===== src/rtl/fetch_sequencer_if.sv =====
// Fetch sequencer bus bundle: instruction-memory request/response, decode
// hand-off and branch-unit redirect signals.
interface fetch_sequencer_if;
    logic        stall;
    logic        imem_req_valid;
    logic        imem_req_ready;
    logic [31:0] imem_req_addr;
    logic        imem_rsp_valid;
    logic [31:0] imem_rsp_data;
    logic        instr_valid;
    logic        instr_ready;
    logic [31:0] instr_data;
    logic [31:0] instr_pc;
    logic        br_valid;
    logic        br_taken;
    logic [31:0] br_target;
    logic        br_misaligned;

    // The sequencer drives requests, the decode buffer and the misalign flag.
    modport master (
        input  stall, imem_req_ready, imem_rsp_valid, imem_rsp_data,
               instr_ready, br_valid, br_taken, br_target,
        output imem_req_valid, imem_req_addr, instr_valid, instr_data,
               instr_pc, br_misaligned
    );

    // Environment side: imem, decode and branch unit.
    modport slave (
        output stall, imem_req_ready, imem_rsp_valid, imem_rsp_data,
               instr_ready, br_valid, br_taken, br_target,
        input  imem_req_valid, imem_req_addr, instr_valid, instr_data,
               instr_pc, br_misaligned
    );
endinterface


===== src/rtl/fetch_sequencer.sv =====
// Fetch sequencer: owns the PC, keeps one imem request outstanding, buffers
// the returned word for decode and applies taken-branch redirects.
module fetch_sequencer #(
    parameter logic [31:0] RESET_PC = 32'h0000_0000
) (
    input  logic               clk,
    input  logic               rst_n,
    fetch_sequencer_if.master  fs
);

    typedef enum logic [1:0] {
        ST_BOOT,
        ST_REQ,
        ST_WAIT,
        ST_HOLD
    } state_t;

    state_t      state_q, state_d;
    logic [31:0] pc_q, pc_d;
    logic [31:0] issued_pc_q, issued_pc_d;
    logic        drop_q, drop_d;
    logic        instr_valid_q, instr_valid_d;
    logic [31:0] instr_data_q, instr_data_d;
    logic [31:0] instr_pc_q, instr_pc_d;
    logic        br_mis_q, br_mis_d;

    logic redirect;
    logic misaligned;
    logic req_valid;
    logic handshake;

    assign redirect   = fs.br_valid && fs.br_taken && (fs.br_target[1:0] == 2'b00);
    assign misaligned = fs.br_valid && fs.br_taken && (fs.br_target[1:0] != 2'b00);
    assign req_valid  = (state_q == ST_REQ) && !fs.stall;
    assign handshake  = req_valid && fs.imem_req_ready;

    assign fs.imem_req_valid = req_valid;
    assign fs.imem_req_addr  = pc_q;
    assign fs.instr_valid    = instr_valid_q;
    assign fs.instr_data     = instr_data_q;
    assign fs.instr_pc       = instr_pc_q;
    assign fs.br_misaligned  = br_mis_q;

    // Next-state logic: fetch sequencing first, redirect overrides last.
    always_comb begin
        // NOTE: every target is given its current value first so no path
        // through the case leaves a signal unassigned (that would infer a latch).
        state_d       = state_q;
        pc_d          = pc_q;
        issued_pc_d   = issued_pc_q;
        drop_d        = drop_q;
        instr_valid_d = instr_valid_q;
        instr_data_d  = instr_data_q;
        instr_pc_d    = instr_pc_q;
        br_mis_d      = misaligned;

        case (state_q)
            ST_BOOT: state_d = ST_REQ;
            ST_REQ: begin
                if (handshake) begin
                    issued_pc_d = pc_q;
                    pc_d        = pc_q + 32'd4;
                    state_d     = ST_WAIT;
                    // A redirect in the handshake cycle makes this request wrong-path.
                    if (redirect) drop_d = 1'b1;
                end
            end
            ST_WAIT: begin
                if (fs.imem_rsp_valid) begin
                    if (drop_q || redirect) begin
                        drop_d  = 1'b0;
                        state_d = ST_REQ;
                    end else begin
                        instr_data_d  = fs.imem_rsp_data;
                        instr_pc_d    = issued_pc_q;
                        instr_valid_d = 1'b1;
                        state_d       = ST_HOLD;
                    end
                end else if (redirect) begin
                    drop_d = 1'b1;
                end
            end
            ST_HOLD: begin
                if (fs.instr_ready || redirect) begin
                    instr_valid_d = 1'b0;
                    state_d       = ST_REQ;
                end
            end
            default: state_d = ST_BOOT;
        endcase

        if (redirect) begin
            pc_d          = fs.br_target;
            instr_valid_d = 1'b0;
        end
    end

    // State and datapath registers with asynchronous reset.
    always_ff @(posedge clk or negedge rst_n) begin
        if (!rst_n) begin
            state_q       <= ST_BOOT;
            pc_q          <= RESET_PC;
            issued_pc_q   <= 32'h0;
            drop_q        <= 1'b0;
            instr_valid_q <= 1'b0;
            instr_data_q  <= 32'h0;
            instr_pc_q    <= 32'h0;
            br_mis_q      <= 1'b0;
        end else begin
            // NOTE: non-blocking assignments so every register samples the
            // pre-edge values regardless of statement order.
            state_q       <= state_d;
            pc_q          <= pc_d;
            issued_pc_q   <= issued_pc_d;
            drop_q        <= drop_d;
            instr_valid_q <= instr_valid_d;
            instr_data_q  <= instr_data_d;
            instr_pc_q    <= instr_pc_d;
            br_mis_q      <= br_mis_d;
        end
    end

endmodule

===== src/flat_wrapper.sv =====
// flat-port wrapper written by rule: the top's interface ports become plain ports
module fetch_sequencer_flat 
#(
    parameter logic [31:0] RESET_PC = 32'h0000_0000
)
  (clk, rst_n, fs_stall, fs_imem_req_ready, fs_imem_rsp_valid, fs_imem_rsp_data, fs_instr_ready, fs_br_valid, fs_br_taken, fs_br_target, fs_imem_req_valid, fs_imem_req_addr, fs_instr_valid, fs_instr_data, fs_instr_pc, fs_br_misaligned);
  fetch_sequencer_if fs_i ();
  input  logic clk;
  input  logic rst_n;
  input wire logic [$bits(fs_i.stall)-1:0] fs_stall;
  input wire logic [$bits(fs_i.imem_req_ready)-1:0] fs_imem_req_ready;
  input wire logic [$bits(fs_i.imem_rsp_valid)-1:0] fs_imem_rsp_valid;
  input wire logic [$bits(fs_i.imem_rsp_data)-1:0] fs_imem_rsp_data;
  input wire logic [$bits(fs_i.instr_ready)-1:0] fs_instr_ready;
  input wire logic [$bits(fs_i.br_valid)-1:0] fs_br_valid;
  input wire logic [$bits(fs_i.br_taken)-1:0] fs_br_taken;
  input wire logic [$bits(fs_i.br_target)-1:0] fs_br_target;
  output wire logic [$bits(fs_i.imem_req_valid)-1:0] fs_imem_req_valid;
  output wire logic [$bits(fs_i.imem_req_addr)-1:0] fs_imem_req_addr;
  output wire logic [$bits(fs_i.instr_valid)-1:0] fs_instr_valid;
  output wire logic [$bits(fs_i.instr_data)-1:0] fs_instr_data;
  output wire logic [$bits(fs_i.instr_pc)-1:0] fs_instr_pc;
  output wire logic [$bits(fs_i.br_misaligned)-1:0] fs_br_misaligned;
  assign fs_i.stall = fs_stall;
  assign fs_i.imem_req_ready = fs_imem_req_ready;
  assign fs_i.imem_rsp_valid = fs_imem_rsp_valid;
  assign fs_i.imem_rsp_data = fs_imem_rsp_data;
  assign fs_i.instr_ready = fs_instr_ready;
  assign fs_i.br_valid = fs_br_valid;
  assign fs_i.br_taken = fs_br_taken;
  assign fs_i.br_target = fs_br_target;
  assign fs_imem_req_valid = fs_i.imem_req_valid;
  assign fs_imem_req_addr = fs_i.imem_req_addr;
  assign fs_instr_valid = fs_i.instr_valid;
  assign fs_instr_data = fs_i.instr_data;
  assign fs_instr_pc = fs_i.instr_pc;
  assign fs_br_misaligned = fs_i.br_misaligned;
  fetch_sequencer #(.RESET_PC(RESET_PC)) u_core (.clk(clk), .rst_n(rst_n), .fs(fs_i));
endmodule

===== config.mk =====
export PLATFORM = sky130hd
export DESIGN_NAME = fetch_sequencer_flat
export DESIGN_NICKNAME = d
export VERILOG_FILES = /design/src/rtl/fetch_sequencer_if.sv /design/src/rtl/fetch_sequencer.sv /design/src/flat_wrapper.sv
export SDC_FILE = /design/constraint.sdc
export NUM_CORES = 1
export LEC_CHECK = 0
export BUFFER_PORTS_ARGS = -buffer_cell sky130_fd_sc_hd__clkbuf_2
export CORE_UTILIZATION = 43
export DETAILED_ROUTE_END_ITERATION = 10
export GPL_TIMING_DRIVEN = 1
export PLACE_DENSITY_LB_ADDON = 0.25
export SETUP_SLACK_MARGIN = 0.05
export SYNTH_ARGS = -nofsm -noshare
export SYNTH_HDL_FRONTEND = slang
export SYNTH_SLANG_ARGS = --single-unit

===== constraint.sdc =====
create_clock -name clk -period 1.9 [get_ports clk]
set_input_delay 0.19 -clock clk [delete_from_list [all_inputs] [get_ports clk]]
set_output_delay 0.19 -clock clk [all_outputs]
set_load 0.02 [all_outputs]

# == Word level (Yosys, flattened, before mapping) ==
# Cells that the tools add are included.
# word_totals
wordCells,59
register_bits,133
out_inout_bits,99
in_bits,72
# op_classes
n_addsub,1
mux,18
bitwise_logic,1
n_eq_ne,10
n_reduce_logical,21
# op_table
op,count
two-way mux 32 bit,3
"adder 32 x 3 -> 32 bit, second input constant",1
"!= test 3 x 2 -> 1 bit, second input constant",3
AND reduction 3 bit,3
two-way mux 1 bit,8
two-way mux 2 bit,4
case mux 2 bit (4 select lines),1
nonzero test 2 bit,4
logical AND 1 bit,5
"== test 2 bit, second input constant",2
logical NOT 2 bit,2
"!= test 2 x 1 -> 1 bit, second input constant",2
case mux 1 bit (2 select lines),2
AND reduction 2 bit,2
AND reduction 4 bit,1
"!= test 3 x 1 -> 1 bit, second input constant",1
nonzero test 3 bit,1
"== test 2 x 1 -> 1 bit, second input constant",1
logical OR 1 bit,2
"!= test 2 bit, second input constant",1
logical NOT 1 bit,1
NOT 1 bit,1

# == Depth between registers and ports, before layout ==
# depth
word_depth,7
ltp_mapped,8
depth_no_buf,7

# == Worst setup path after synthesis ==
# Ideal clock, no wire load.
# synth_path
path_kind,register -> register
startpoint,reg u_core.state_q[1]
endpoint,reg u_core.issued_pc_q[7]
slack_ns,-0.076
setup_time_ns,0.065
t_arrival_ns,1.911
synth_period_minus_slack_ns,1.976
n_path_buf,2
path_stages_with_launch,9
t_required_ns,1.835
path_cell_list,dfrtp_1 inv_1 ha_1 nor2b_1 and2_1 clkbuf_1 clkbuf_1 nand2_1 nand2_1
# synth_between
elab_chain_len,4
# synth_rtl
element,line,rtl
start: declaration,fetch_sequencer.sv:18,"state_t state_q, state_d;"
start signal: assignment,fetch_sequencer.sv:112,state_q <= state_d;
== test 2 x 1 -> 1 bit,fetch_sequencer.sv:34,assign req_valid = (state_q == ST_REQ) && !fs.stall;
logical AND 1 bit,fetch_sequencer.sv:34,
via fs_imem_req_valid,flat_wrapper.sv:18,output wire logic [$bits(fs_i.imem_req_valid)-1:0] fs_imem_req_valid;
logical AND 1 bit,fetch_sequencer.sv:35,assign handshake = req_valid && fs.imem_req_ready;
AND reduction 2 bit (no line),-,
end signal: assignment,fetch_sequencer.sv:114,issued_pc_q <= issued_pc_d;
end: declaration,fetch_sequencer.sv:20,"logic [31:0] issued_pc_q, issued_pc_d;"
# The timed path passes the listed nets, and every way through them passes these cells.
# A chain may end at the register's enable or synchronous reset.

# == Worst setup path after layout ==
# layout_path
startpoint,reg u_core.state_q[0]
endpoint,reg u_core.pc_q[27] (netlist: u_core.fs.imem_req_addr[27])
# layout_between
elab_chain_len,5
word_cells_on_any_way,6
cone_classes,eq/ne: 1; reduce/logical: 5
# layout_rtl
element,line,rtl
== test 2 x 1 -> 1 bit (*),"fetch_sequencer.sv:34, fetch_sequencer.sv:57",
logical AND 1 bit,fetch_sequencer.sv:34,
logical AND 1 bit,fetch_sequencer.sv:35,
nonzero test 2 bit (no line),-,
AND reduction 2 bit (no line) (*),-,
end signal: assignment,fetch_sequencer.sv:113,pc_q <= pc_d;
end: declaration,fetch_sequencer.sv:19,"logic [31:0] pc_q, pc_d;"
# Every way passes the cells marked *; elsewhere a longest branch is shown, timed or not.

==> run metrics <==
Fin Hold WS=0.0120 ns; FMAX=530 MHz; First-pass DRT Iterations=4; Wirelength per Cell=16.1 um; Setup-failing EPs final=0; Setup Crit Path Kind=flip-flop to flip-flop; most numerous cell in the Yosys netlist=dfrtp_1; n_diodes=0; WHS Path Cells=2; ys flop type=dfrtp_1; Die ar.=13700 um^2; initial antenna violation count=0; NumNets Final=811; switch share=0.352; vias in the first global route=4471; Mapped Cells=499; count of cell types in the netlist=39; Clk network pwr share=0.266; Starting Density=0.446; worst r2r src=u_core.state_q[0]; Final ANT Viol Nets=0; crit path launch=u_core.state_q[0]; status=completed; GRT Util Overall=0.208; Clock transition at path regs=0.05 ns; cell taking the most area after synthesis=dfrtp_1; Inserted Clock Buffers=17; unrepaired setup endpoints after global routing=true; DP Worst Slack=-0.0128 ns; Final HPWL DP=9660 um; Mapped Nets=575; Yosys reg bits=133; pin count of the biggest net entering global routing=54; post-synth top area share=0.584; Max Slew Vio Count=0; Post-Syn Area=5690 um^2; Via-to-Cell Ratio=4.98; met1 usage in global routing=0.245; Hold Path Class=primary input to flip-flop; Leak=4.16 nW; CTS Sinks=133; CTS tree=done; layout cell share with drive strength beyond 1=0.459; via count=4581; ys async rst share=1.00; peak supply drop=542 uV; FP Rows=41; # fillers=1028; total power per unit cell area=1410 nW/um^2; Fin. Hold Viols=0; final period utilization=0.994; min-delay src=fs_imem_rsp_data[30]; Seq/Total Area, Yosys=0.584; Synth top cells by count=dfrtp_1, nand2_1, mux2_2; GRT met2 Usage=0.356; gr busiest metal=met2; WP data arrival=2.18 ns; Switching Power=4.02 mW; startpoint types=flip-flop; r2r worst-path depth=7; Layout area overhead=42.7%; Die H=117 um; I/O Buffers=170; critical path peak fanout=8; synthesized area per cell=11.4 um^2; internal power=7.41 mW; initial DRC count=196; total gr overflow=0; Crit path required time=2.19 ns; Worst-Margin Slew=0.503 ns; worst rel slew slack=0.665; skew final=0.00487 ns; Comb power frac=0.344; Post-Route WL=14800 um; clk root buf=clkbuf_16; PnR worst setup slack=0.0114 ns; Die W=117 um; Core Footprint=12800 um^2; M3 GR Usage=0.0546; Tmin final=1.89 ns; IO Pins=171; first-pass GRT wire length=21400 um; EDFF count, synth=0; H-Tree Depth=4; Max-Cap Viols=0; largest cells by area after synthesis=dfrtp_1, mux2_2, nand2_1; clk buf depth=2; Ys Warns=0; Seq pwr share=0.390; clk_lat worst skew=0.42 ns; crit end category=flip-flop; Placer Congestion=0.808; DRC=0
-- sequential cells by signal, indices dropped and copies added, names as in the netlist --
register                 count
u_core.fs.imem_req_addr     32
u_core.fs.instr_valid        1
u_core.state_q               2
u_core.fs.instr_pc          32
u_core.fs.instr_data        32
u_core.issued_pc_q          32
u_core.drop_q                1
u_core.fs.br_misaligned      1
-- per-stage QoR --
stage	TNS [ns]	cells	power (mW)	instance area, um^2	util
2_1_floorplan	0	499	6.71	5710	-
3_3_place_gp	0	852	8.11	6990	0.547
3_5_place_dp	-0.0152	852	8.26	6990	0.547
4_1_cts	0	911	11.4	7860	0.615
5_1_grt	-0.608	920	12.1	8120	0.636
6_report	0	920	11.4	8120	0.636
-- layout by cell type, fill, tap and decap left out, drive strengths merged --
master and count:
clkinvlp 2, nand3b 1, o32ai 1, nand4 4, mux2 65, ha 4
a221o 1, nor2 6, and4b 1, nand2 129, nor3 12, clkinv 7
and4 4, xor2 5, nand3 8, or4 1, a31oi 1, mux2i 1
dlygate4sd3 26, and3 5, o31ai 1, buf 41, dfrtp 133, a221oi 1
bufinv 1, nor4 7, xnor2 24, clkbuf 195, inv 11, o21ai 40
and2 3, or2 1, nor4b 1, nor2b 4, a21oi 1
-- worst max-delay path, stage by stage, from the launching register on --
cell      delay [ns]
dfrtp_1         0.42
ha_4            0.18
nand3b_4        0.10
or4_4           0.51
buf_12          0.17
nor4_4          0.14
xnor2_1         0.18
o21ai_2         0.07
-- what timing repair did --
item | CTS | global route
pin swaps | 3 | 7
hold endpoints to repair | 74 | 0
hold buffers | 26 | 0
cloned | 0 | 8
setup endpoints to repair | 60 | 83
buffers inserted | 1 | 1
resized for setup | 9 | 22
-- power by group through the flow --
stage	Combinational [mW]	Sequential (mW)	Clock (mW)
global route	4.29	4.59	3.22
detailed placement	3.77	4.50	0
floorplan	1.33	5.37	0
finish	3.93	4.46	3.04
CTS	3.87	4.45	3.09
global placement	3.69	4.42	0
-- cell families after synthesis --
kind of cell / synth area share
AOI/OAI and AO/OA: 0.0453
adders and majority gates: 0.00879
DFF: 0.584
buffers and inverters: 0.0257
xor gates and xnor gates: 0.0446
and+or+nand+nor: 0.161
muxes: 0.130
-- final timing paths --
kind / end / slack, ns
hold / removal: u_core.fs.instr_data[30] / 0.01
setup reg to reg: u_core.fs.imem_req_addr[27] / 0.01
min in group asynchronous: u_core.fs.instr_data[22] / 0.30
setup / recovery: u_core.fs.imem_req_addr[27] / 0.01
hold reg to reg: u_core.issued_pc_q[15] / 0.47
max in group asynchronous: u_core.fs.instr_data[1] / 0.97
-- metal layers --
metal / share of wire / routed length (um) / vias up
met5: 0 / 0 / -
met2: 0.49 / 7250 / 167
met3: 0.058 / 866 / 28
li1: - / - / 2165
met1: 0.43 / 6400 / 2221
met4: 0.022 / 320 / 0
-- cell type report --
class,count,area (um^2),area share
Clock buffer,22,474,0.0584
Clock inverter,10,80.1,0.00986
Inverter,11,41.3,0.00508
Multi-Input combinational cell,332,2370,0.292
Sequential cell,133,3330,0.410
Tap cell,172,215,0.0265
Timing Repair Buffer,240,1620,0.199
No activity file was read; power rests on OpenSTA's default activity.
